File: config.mk
export PLATFORM = sky130hd
export DESIGN_NAME = uart_rx_byte_flat
export DESIGN_NICKNAME = d
export VERILOG_FILES = /design/src/rtl/uart_rx_byte_if.sv /design/src/rtl/uart_rx_byte.sv /design/src/flat_wrapper.sv
export SDC_FILE = /design/constraint.sdc
export NUM_CORES = 1
export LEC_CHECK = 0
export ABC_AREA = 1
export CAP_MARGIN = 30
export CORE_MARGIN = 8
export CORE_UTILIZATION = 58
export CTS_BUF_LIST = sky130_fd_sc_hd__clkbuf_4
export DETAILED_ROUTE_END_ITERATION = 6
export MAX_ROUTING_LAYER = met4
export PLACE_DENSITY = 0.81
export RECOVER_POWER = 100
export REMOVE_ABC_BUFFERS = 1
export SYNTH_ARGS = -nofsm -noshare
export SYNTH_HDL_FRONTEND = slang
export SYNTH_SLANG_ARGS = --single-unit
File: constraint.sdc
create_clock -name clk -period 2.15 [get_ports clk]
set_input_delay 0.215 -clock clk [delete_from_list [all_inputs] [get_ports clk]]
set_output_delay 0.215 -clock clk [all_outputs]
set_load 0.005 [all_outputs]
File: src/rtl/uart_rx_byte_if.sv
// uart_rx_byte_if: received-byte bus between the UART receiver and the command parser
interface uart_rx_byte_if #(
    parameter int Word_Length = 8
);
    logic [Word_Length-1:0] Data_Output;
    logic                   data_ready;
    logic                   interrupt;
    logic                   frame_error;
    logic                   parity_error;

    modport master (
        output Data_Output,
        output data_ready,
        output interrupt,
        output frame_error,
        output parity_error
    );

    modport slave (
        input Data_Output,
        input data_ready,
        input interrupt,
        input frame_error,
        input parity_error
    );
endinterface

File: src/rtl/uart_rx_byte.sv
// uart_rx_byte: oversampling 8N1/8E1/8O1 serial receiver feeding the command parser byte bus
module uart_rx_byte #(
    parameter int Word_Length  = 8,
    parameter int BAUD_DIVISOR = 5208,
    parameter bit PARITY_EN    = 1'b0,
    parameter bit PARITY_ODD   = 1'b0
) (
    input  logic           clk,
    input  logic           reset,
    input  logic           rx,
    uart_rx_byte_if.master bus
);
    localparam int CW = $clog2(BAUD_DIVISOR);
    localparam int BW = $clog2(Word_Length + 1);
    localparam logic [CW-1:0] LAST     = CW'(BAUD_DIVISOR - 1);
    localparam logic [CW-1:0] HALF_M1  = CW'(BAUD_DIVISOR / 2 - 1);
    localparam logic [BW-1:0] LAST_BIT = BW'(Word_Length - 1);

    typedef enum logic [2:0] {IDLE, START_CHK, DATA, PARITY, STOP, BREAK} state_t;

    state_t                 state, state_nx;
    logic                   rx_meta, rx_s, armed, perr;
    logic                   tick, mid, stop_smp, ok_fire, pe_fire, fe_fire;
    logic [CW-1:0]          cnt;
    logic [BW-1:0]          bit_cnt;
    logic [Word_Length-1:0] shift;

    assign tick = cnt == LAST;
    assign mid  = cnt == HALF_M1;

    // state register
    always_ff @(posedge clk or negedge reset) begin
        if (!reset) state <= IDLE;
        else        state <= state_nx;
    end

    // next state: start is confirmed at mid-bit, then every bit is sampled one bit time later
    always_comb begin
        state_nx = state;
        case (state)
            IDLE:      if (armed && !rx_s) state_nx = START_CHK;
            START_CHK: if (mid) state_nx = rx_s ? IDLE : DATA;
            DATA:      if (tick && bit_cnt == LAST_BIT) state_nx = PARITY_EN ? PARITY : STOP;
            PARITY:    if (tick) state_nx = STOP;
            STOP:      if (tick) state_nx = rx_s ? IDLE : BREAK;
            BREAK:     if (rx_s) state_nx = IDLE;
            default:   state_nx = IDLE;
        endcase
    end

    // outputs: stop-bit verdict, low stop bit beats a parity mismatch
    always_comb begin
        stop_smp      = state == STOP && tick;
        ok_fire       = stop_smp && rx_s && !perr;
        pe_fire       = stop_smp && rx_s && perr;
        fe_fire       = stop_smp && !rx_s;
        bus.interrupt = state inside {DATA, PARITY, STOP};
    end

    // synchroniser, arming, baud/bit counters and data shift register
    always_ff @(posedge clk or negedge reset) begin
        if (!reset) begin
            rx_meta <= 1'b0;
            rx_s    <= 1'b0;
            armed   <= 1'b0;
            cnt     <= '0;
            bit_cnt <= '0;
            shift   <= '0;
            perr    <= 1'b0;
        end else begin
            rx_meta <= rx;
            rx_s    <= rx_meta;
            armed   <= fe_fire ? 1'b0 : armed | rx_s;
            cnt     <= (state_nx != state || tick) ? '0 : cnt + 1'b1;
            bit_cnt <= state != DATA ? '0 : bit_cnt + BW'(tick);
            if (state == DATA && tick) shift <= {rx_s, shift[Word_Length-1:1]};
            if (state == IDLE) perr <= 1'b0;
            else if (state == PARITY && tick) perr <= ^shift ^ rx_s ^ PARITY_ODD;
        end
    end

    // byte bus: Data_Output only updates on a clean frame, result pulses last one cycle
    always_ff @(posedge clk or negedge reset) begin
        if (!reset) begin
            bus.Data_Output  <= '0;
            bus.data_ready   <= 1'b0;
            bus.frame_error  <= 1'b0;
            bus.parity_error <= 1'b0;
        end else begin
            if (ok_fire) bus.Data_Output <= shift;
            bus.data_ready   <= ok_fire;
            bus.frame_error  <= fe_fire;
            bus.parity_error <= pe_fire;
        end
    end
endmodule

File: src/flat_wrapper.sv
// flat-port wrapper written by rule: the top's interface ports become plain ports
module uart_rx_byte_flat 
#(
    parameter int Word_Length  = 8,
    parameter int BAUD_DIVISOR = 5208,
    parameter bit PARITY_EN    = 1'b0,
    parameter bit PARITY_ODD   = 1'b0
)
  (clk, reset, rx, bus_Data_Output, bus_data_ready, bus_interrupt, bus_frame_error, bus_parity_error);
  uart_rx_byte_if #(.Word_Length(Word_Length)) bus_i ();
  input  logic clk;
  input  logic reset;
  input  logic rx;
  output wire logic [$bits(bus_i.Data_Output)-1:0] bus_Data_Output;
  output wire logic [$bits(bus_i.data_ready)-1:0] bus_data_ready;
  output wire logic [$bits(bus_i.interrupt)-1:0] bus_interrupt;
  output wire logic [$bits(bus_i.frame_error)-1:0] bus_frame_error;
  output wire logic [$bits(bus_i.parity_error)-1:0] bus_parity_error;
  assign bus_Data_Output = bus_i.Data_Output;
  assign bus_data_ready = bus_i.data_ready;
  assign bus_interrupt = bus_i.interrupt;
  assign bus_frame_error = bus_i.frame_error;
  assign bus_parity_error = bus_i.parity_error;
  uart_rx_byte #(.Word_Length(Word_Length), .BAUD_DIVISOR(BAUD_DIVISOR), .PARITY_EN(PARITY_EN), .PARITY_ODD(PARITY_ODD)) u_core (.clk(clk), .reset(reset), .rx(rx), .bus(bus_i));
endmodule
==> qor.tcl <==
set qor(yosysTopAreaCell) {sky130_fd_sc_hd__dfrtp_1}
set qor(finalPower_mw) 1.46
set qor(post_synth.cell_area_avg_um2) 8.79
set qor(fill_cells) 305
set qor(synth_largest_type_area_fraction_pct) 48.8
set qor(netlist-cell-type-count) 28
set qor(insertedDiodeCount) 0
set qor(synth.yosys.seq_area_share_pct) 48.8
set qor(grt_overflow) 0
set qor(worst_r2r_startpoint) {u_core.cnt[0]}
set qor(worst_setup_path_end_kind) {output pin}
set qor(synth_top_cells_by_count) {sky130_fd_sc_hd__nand2_1, sky130_fd_sc_hd__dfrtp_1, sky130_fd_sc_hd__inv_1, sky130_fd_sc_hd__nor2_1}
set qor(count_of_clock_tree_sinks) 43
set qor(ant_nets) 0
set qor(finalMaxSlewViolations) 0
set qor(maximum_number_of_pins_on_one_net_before_global_route_repair) 33
set qor(cts_max_level) 2
set qor(run_status) {finished clean}
set qor(max_freq_mhz) 500
set qor(syn-cell-area_um2) 2210
set qor(clkTransAtPathRegs_ps) 120
set qor(synth-main-ff-cell) {sky130_fd_sc_hd__dfrtp_1}
set qor(post_drt_via_cell_ratio) 5.20
set qor(die_x_um) 77.7
set qor(port_buffers) 14
set qor(worstSetupPathType) {reg -> out}
set qor(finalHoldViolCount) 0
set qor(gr-usage-all-layers_pct) 14.5
set qor(synth_enable_flop_cells) 0
set qor(crit_arrival_ps) 1780
set qor(place.gp.congestion) 0.889
set qor(grt_pass1_vias) 1519
set qor(design.final.nets) 278
set qor(ys_seq_elements) 43
set qor(tritoncts_clock_tree) {built}
set qor(cellPowerDensity_nw_per_um2) 607
set qor(power.ir.vdd_worst_mv) 0.277
set qor(slew_at_the_pin_closest_to_its_max_slew_limit_ps) 760
set qor(finalClockSkew_ps) 12.1
set qor(wl_per_cell_um) 12.4
set qor(postSynthCellCount) 251
set qor(core_area_um2) 3660
set qor(r2r_slack_ps) 230
set qor(leakage_nw) 1.22
set qor(synth-async-reset-ratio_pct) 100
set qor(rsz0062_at_grt) {false}
set qor(critPathLaunch) {u_core.state[0]}
set qor(route.final.wire_length_um) 3960
set qor(die_area_um2) 6030
set qor(fp-row-count) 22
set qor(timing.critical_path.required_ps) 1930
set qor(period_share_pct) 93.0
set qor(synth.most_common_cell) {sky130_fd_sc_hd__nand2_1}
set qor(ios) 15
set qor(finalSetupViolations) 0
set qor(initial_utilization_pct) 60.3
set qor(clockBufferDepth) 2
set qor(drt_pass1_iterations) 5
set qor(dieHeight_um) 77.7
set qor(min_period_ps) 2000
set qor(clock_latency_of_the_later_clocked_register_in_the_worst_skew_pair_ps) 360
set qor(yosys_warnings) 0
set qor(timing.max_cap.violations) 0
set qor(synth_top_cells_by_area) {sky130_fd_sc_hd__dfrtp_1, sky130_fd_sc_hd__nand2_1, sky130_fd_sc_hd__inv_1}
set qor(antenna_found_initial) 0
set qor(relSlewSlack_pct) 49.3
set qor(tritoncts.num_buffers) 5
set qor(post-route-drc-count) 0
set qor(startpoint_type) {flop}
set qor(route.vias.total) 1665
set qor(dp_hpwl_um) 2960
set qor(layout-area-overhead-vs-synth_pct) 9.25
set qor(drt_iter0_markers) 108
set qor(cts.root.buffer_cell) {sky130_fd_sc_hd__clkbuf_4}
set qor(cp_max_fo) 7
set qor(holdCritPathClass) {in -> async}
set qor(whs_ps) 384
set qor(tns_ps) 0
set qor(global_route_wire_length_before_repair_um) 7010
set qor(drive_gt1_share_pct) 13.2
## power breakdown
part,switching (mW),leakage (nW),internal (mW)
combinational,0.135,0.612,0.0682
sequential,0.0486,0.581,0.849
clock,0.246,0.0285,0.116
## cell families after synthesis
family	synth area share [%]
XOR/XNOR	5.56
AO/OA/AOI/OAI	4.31
adder cells (fa/ha/maj)	1.70
multiplexers	3.57
flip-flops	48.8
buffers and inverters	6.52
AND/OR/NAND/NOR	29.6
## cell type report
cell class / instances / area, um2 / share of cell area (%)
sequential: 43 / 1080 / 44.7
multi-input combinational: 172 / 947 / 39.3
timing repair buffer: 17 / 156 / 6.49
inverter: 33 / 124 / 5.14
tap: 48 / 60.1 / 2.49
clock buffer: 5 / 37.5 / 1.56
clock inverter: 2 / 8.76 / 0.363
## critical path, stage by stage, from the launching register on
cell and delay (ps):
sky130_fd_sc_hd__dfrtp_1 480, sky130_fd_sc_hd__nor3_2 250, sky130_fd_sc_hd__inv_1 100, sky130_fd_sc_hd__nand2_1 80
sky130_fd_sc_hd__clkdlybuf4s50_1 510
## path summary, 6_finish.rpt
| check | end | depth (start not counted) |
|---|---|---|
| worst max register to register | u_core.cnt[6] | 9 |
| min in group clk | u_core.rx_s | 0 |
| worst min register to register | u_core.rx_s | 0 |
| worst max-delay path | bus_interrupt | 4 |
| max in group asynchronous | u_core.bus.Data_Output[1] | 3 |
| worst min-delay path | u_core.cnt[1] | 2 |
## sequential cells by signal (all words and copies together) (netlist names)
register                 flops
u_core.bus.frame_error       1
u_core.shift                 8
u_core.bus.data_ready        1
u_core.bus.parity_error      1
u_core.perr                  1
u_core.bus.Data_Output       8
u_core.armed                 1
u_core.state                 3
u_core.rx_meta               1
u_core.rx_s                  1
u_core.bit_cnt               4
u_core.cnt                  13
## cells in the final DEF, fill, tap and decap left out, drive strengths merged
cell	instances
nand2	60
dfrtp	43
nor2	38
inv	33
nand3	15
dlygate4sd3	13
o21ai	12
xor2	9
nand4	7
mux2	7
nor3	7
clkbuf	7
xnor2	5
a21oi	3
nor4	3
ha	3
clkinv	2
o2111ai	1
and3	1
nand3b	1
clkdlybuf4s50	1
buf	1
## per-stage QoR
step	cell area, um2	utilization, %	instances	setup slack (ps)
2_1_floorplan	2190	-	248	491
3_3_place_gp	2400	65.4	312	318
3_5_place_dp	2400	65.4	312	194
4_1_cts	2450	67.0	320	33.4
5_1_grt	2410	65.8	320	30.3
6_report	2410	65.8	320	151
## per-layer routing
layer,up-vias,share of wire [%],global-route usage (%)
li1,847,-,-
met1,769,49,19.1
met2,43,43,20.3
met3,6,7.1,5.07
met4,0,1.2,4.53
met5,-,0,-
## repair_timing
action | CTS | global route
hold buffers | 1 | 0
gates resized for setup | 0 | 2
endpoints found under the setup margin | 0 | 2
setup buffers | 0 | 0
hold endpoints to repair | 11 | 0
Note: power is estimated with default switching activity, not from simulation.
